File: src/rtl/logic_event_pkg.sv
// Shared types and defaults for the logic event monitor.
package logic_event_pkg;

  // Debounce FSM states; bit 1 doubles as the accepted (filtered) level.
  typedef enum logic [1:0] {
    ST_LOW   = 2'd0,
    ST_CHK_H = 2'd1,
    ST_HIGH  = 2'd2,
    ST_CHK_L = 2'd3
  } deb_state_t;

  localparam int DEF_SYNC_STAGES = 2;
  localparam int DEF_DEB_CYCLES  = 4;
  localparam int DEF_CNT_WIDTH   = 8;

endpackage

File: src/rtl/bit_synchronizer.sv
// Multi-flop synchroniser bringing a single asynchronous bit into the clk domain.
module bit_synchronizer #(
  parameter int STAGES = 2
) (
  input  logic clk,
  input  logic rst_n,
  input  logic d_in,
  output logic d_sync
);

  logic [STAGES-1:0] sync_q;

  // Shift the raw input through the chain; only the last stage is used.
  always_ff @(posedge clk or negedge rst_n) begin
    if (!rst_n) sync_q <= '0;
    else        sync_q <= {sync_q[STAGES-2:0], d_in};
  end

  assign d_sync = sync_q[STAGES-1];

endmodule

File: src/rtl/logic_event_monitor.sv
// Synchronises and debounces the upstream logic output, emits edge pulses
// and counts accepted rising events in a saturating counter.
module logic_event_monitor
  import logic_event_pkg::*;
#(
  parameter int SYNC_STAGES = DEF_SYNC_STAGES,
  parameter int DEB_CYCLES  = DEF_DEB_CYCLES,
  parameter int CNT_WIDTH   = DEF_CNT_WIDTH
) (
  input  logic                 clk,
  input  logic                 rst_n,
  input  logic                 y_in,
  input  logic                 en,
  input  logic                 clr,
  output logic                 y_filt,
  output logic                 rise_pulse,
  output logic                 fall_pulse,
  output logic [CNT_WIDTH-1:0] evt_cnt,
  output logic                 cnt_sat
);

  // Smallest counter that can hold DEB_CYCLES-1 (DEB_CYCLES >= 2 keeps this >= 1).
  localparam int DW = $clog2(DEB_CYCLES);
  localparam logic [DW-1:0]        DCNT_LAST = DW'(DEB_CYCLES - 1);
  localparam logic [CNT_WIDTH-1:0] CNT_MAX   = '1;

  logic          s;
  deb_state_t    state_q, state_d;
  logic [DW-1:0] dcnt_q, dcnt_d;
  logic          rise_d, fall_d;

  bit_synchronizer #(
    .STAGES (SYNC_STAGES)
  ) u_sync (
    .clk    (clk),
    .rst_n  (rst_n),
    .d_in   (y_in),
    .d_sync (s)
  );

  // Next-state logic: a candidate level must be seen DEB_CYCLES times in a
  // row; any disagreeing sample drops back to the current accepted level.
  always_comb begin
    state_d = state_q;
    dcnt_d  = dcnt_q;
    rise_d  = 1'b0;
    fall_d  = 1'b0;
    unique case (state_q)
      ST_LOW: begin
        if (s) begin
          state_d = ST_CHK_H;
          dcnt_d  = DW'(1);
        end
      end
      ST_CHK_H: begin
        if (!s) begin
          state_d = ST_LOW;
          dcnt_d  = '0;
        end else if (dcnt_q == DCNT_LAST) begin
          state_d = ST_HIGH;
          dcnt_d  = '0;
          rise_d  = 1'b1;
        end else begin
          dcnt_d  = dcnt_q + 1'b1;
        end
      end
      ST_HIGH: begin
        if (!s) begin
          state_d = ST_CHK_L;
          dcnt_d  = DW'(1);
        end
      end
      ST_CHK_L: begin
        if (s) begin
          state_d = ST_HIGH;
          dcnt_d  = '0;
        end else if (dcnt_q == DCNT_LAST) begin
          state_d = ST_LOW;
          dcnt_d  = '0;
          fall_d  = 1'b1;
        end else begin
          dcnt_d  = dcnt_q + 1'b1;
        end
      end
    endcase
  end

  // State, debounce count and edge pulses; pulses land with the new level.
  always_ff @(posedge clk or negedge rst_n) begin
    if (!rst_n) begin
      state_q    <= ST_LOW;
      dcnt_q     <= '0;
      rise_pulse <= 1'b0;
      fall_pulse <= 1'b0;
    end else begin
      state_q    <= state_d;
      dcnt_q     <= dcnt_d;
      rise_pulse <= rise_d;
      fall_pulse <= fall_d;
    end
  end

  // Accepted level is high in ST_HIGH and while checking a possible fall.
  assign y_filt = state_q[1];

  // Saturating event counter fed by the registered rise pulse; clear wins.
  always_ff @(posedge clk or negedge rst_n) begin
    if (!rst_n) begin
      evt_cnt <= '0;
      cnt_sat <= 1'b0;
    end else if (clr) begin
      evt_cnt <= '0;
      cnt_sat <= 1'b0;
    end else if (en && rise_pulse && (evt_cnt != CNT_MAX)) begin
      evt_cnt <= evt_cnt + 1'b1;
      cnt_sat <= (evt_cnt == (CNT_MAX - 1'b1));
    end
  end

endmodule
File: config.mk
export PLATFORM = sky130hd
export DESIGN_NAME = logic_event_monitor
export DESIGN_NICKNAME = d
export VERILOG_FILES = /design/src/rtl/logic_event_pkg.sv /design/src/rtl/bit_synchronizer.sv /design/src/rtl/logic_event_monitor.sv
export SDC_FILE = /design/constraint.sdc
export NUM_CORES = 1
export LEC_CHECK = 0
export ABC_CLOCK_PERIOD_IN_PS = 4200
export CAP_MARGIN = 20
export CORE_MARGIN = 4
export CORE_UTILIZATION = 40
export CTS_BUF_LIST = sky130_fd_sc_hd__clkbuf_16
export DETAILED_ROUTE_END_ITERATION = 7
export GPL_TIMING_DRIVEN = 0
export MAX_ROUTING_LAYER = met4
export PLACE_DENSITY = 0.69
export SYNTH_ARGS = -nofsm -noshare
export SYNTH_HDL_FRONTEND = slang
export SYNTH_SLANG_ARGS = --single-unit
File: constraint.sdc
create_clock -name clk -period 4.2 [get_ports clk]
set_input_delay 0.84 -clock clk [delete_from_list [all_inputs] [get_ports clk]]
set_output_delay 0.84 -clock clk [all_outputs]
set_load 0.02 [all_outputs]
==> results.ini <==
[yosys]
synth_cell_types = 26
synthSimpleGateAreaFrac = 0.195
ys_ff_latch = 17
yosysTopAreaCellShare = 0.554
synth_top_family_by_area = simple AND/OR/NAND/NOR gates
syn_area_sq_um = 768
synth_fa_ha_area_frac = 0.0489
ys_seq_area_frac = 0.554
yosys.area.top_type = dfrtp_1
syn-instance-count = 71
synthMuxAreaShare = 0.0147
synth-compound-area-share = 0.101
synthTopCellsByArea = dfrtp_1 55%, ha_1 4.9%, xnor2_1 4.6%
synth_nets = 79
yosysWarnings = 0
synthXorXnorAreaFrac = 0.0570
syn_area_per_cell_sq_um = 10.8

[grt]
antenna_found_initial = 0
grt_max_degree = 18
grt_pass1_vias = 562
grt_overflow = 0
track_usage = 0.134
grt_first_pass_wirelength_microns = 2550

[min_path]
worstHoldStart = u_sync.sync_q[0]
hold_class = reg2reg
hold_path_end = u_sync.sync_q[1]
hold_depth = 0

[placed_design]
dpl.hpwl_microns = 1020
place_ws_ns = 1.81
dp_cells = 111
placed_area_sq_um = 950
port_buffers = 15
gp_congestion = 0.815

[finish]
layout.area.seq_sq_um = 425
nets = 99
fin_area_sq_um = 1030
multi_input_area_sq_um = 320
fillers = 167
antenna_cells = 0
area_delta_synth_final_pct = 33.9
drive_gt1_frac = 0.0556
fin_cells = 115
fin_util = 0.583

[setup_path]
critPathCaptureType = primary output
r2r_slack_ns = 2.34
cpPeakStageDelay_ns = 0.65
cp_max_fo = 7
worstPathCellList = clkdlybuf4s50_1
critPathKind = reg2out
critical_path_arrival_ns = 1.34
rr_worst_depth = 5
r2r_start = evt_cnt[0]
cp_slowest_cell = clkdlybuf4s50_1
worstPathRequired_ns = 3.36
path_buf_inv = 1
crit_family = buffers and inverters
critPathLaunchType = flip-flop
reg2reg_to = evt_cnt[7]

[sta]
tightest_slew_ns = 0.726
min_period_ns = 2.18
hold_viol = 0
fmax_mhz = 458
finalWorstSetupSlack_ns = 2.02
tns_ns = 0
hold_ws_ns = 0.347
setup_viol = 0
timing.slew.headroom = 0.514
finalClockSkew_ns = 0.00190
rsz0062_at_grt = no
min_period_over_period = 0.520
slew_violations = 0

[clocking]
path_clk_slew_ns = 0.05
cts_root_buf = clkbuf_16
cts_buffers = 3
ctsHtreeMaxLevel = 1
cts_tree = yes
cts_sinks = 17
clock_path_buffers = 2
holdBufCountCts = 0
post_cts_buffers = 0
insertion_delay_ns = 0.24
postCtsResizedCells = 0

[detailed_routing]
num_vias = 564
finalWirelength_microns = 1410
first_iter_violations = 7
drtPass1Iterations = 4
avgViaCountPerCell = 4.90
drc_errors = 0
routedWlPerCell_microns = 12.3
final_antenna_net_count = 0

[die]
die_y_microns = 51.8
coreArea_sq_um = 1760
die_x_microns = 51.8
rows = 15
io_pins = 17
dieArea_sq_um = 2690
start_util = 0.435

[run]
maxCapViolCount = 0

[pwr]
p_per_area_nw_per_um2 = 447
p_leak_nw = 0.419
power_mw = 0.459
ir_drop_v = 0.000321

[outcome]
status = finished clean

==> synthesized netlist by cell type (all sizes together) <==
cell type  count
nand2b         1
a211oi         2
and3           2
xnor2          4
nand2          5
nor2           6
ha             3
a21oi          6
nor4           1
dfrtp         17
a21o           1
nand3b         1
nor3b          2
or4            2
nand3          4
o31ai          2
nor3           1
xor2           1
inv            2
buf            2
nand4          1
o21ai          2
mux2           1
and2           1
and4           1
==> cell usage in the layout (no fill, tap or decap), types with 2 or more instances in the layout <==
master,Yosys,routed
o31ai_1,2,2
ha_1,3,3
nor3b_1,2,2
clkbuf_16,0,3
or4_1,2,2
nand2_1,5,5
nor2_1,6,6
dfrtp_1,17,17
nand3_1,4,4
and3_1,2,2
a211oi_1,2,2
clkdlybuf4s50_1,0,15
o21ai_0,2,2
inv_1,2,3
xnor2_1,4,4
a21oi_1,6,6
==> worst max path at each step <==
stage                 endpoint  cells after the start       start  slack, ns
global route        evt_cnt[7]                      5          en       1.90
global placement    evt_cnt[5]                      5          en       1.83
floorplan           evt_cnt[7]                      5  evt_cnt[0]       2.36
detailed placement  evt_cnt[5]                      5          en       1.81
finish              evt_cnt[3]                      1  evt_cnt[3]       2.02
CTS                 evt_cnt[3]                      1  evt_cnt[3]       2.00
==> cell families after synthesis <==
| logic type | after synthesis |
|---|---|
| AOI/OAI and AO/OA | 13 |
| xor gates and xnor gates | 5 |
| adders and majority gates | 3 |
| muxes | 1 |
| buffers and inverters | 4 |
| DFF | 17 |
| and+or+nand+nor | 28 |
==> layer usage <==
metal,track usage,part of all wire,up-vias
li1,-,-,289
met1,0.175,0.49,261
met2,0.190,0.44,12
met3,0.0544,0.057,2
met4,0.0393,0.0092,0
met5,-,0,-
==> state kept, by name, indices dropped and copies added (netlist names), named ones only <==
| signal | count |
|---|---|
| fall_pulse | 1 |
| state_q | 1 |
| cnt_sat | 1 |
| evt_cnt | 8 |
| u_sync.sync_q | 2 |
| dcnt_q | 2 |
| rise_pulse | 1 |
==> power by group <==
| part | leakage [nW] | internal [mW] | switching (mW) |
|---|---|---|---|
| sequential | 0.225 | 0.185 | 0.0181 |
| clock | 0.0423 | 0.126 | 0.0594 |
| combinational | 0.151 | 0.0360 | 0.0347 |
==> cell type report <==
type | instances | share of cell area
plain buffers | 2 | 0.0146
well taps | 25 | 0.0304
clock inverters | 1 | 0.00365
clock buffers | 3 | 0.0730
flip-flops and latches | 17 | 0.414
multi-input cells | 50 | 0.311
inverters | 2 | 0.00730
repair buffers | 15 | 0.146
No activity file was read; power rests on OpenSTA's default activity.
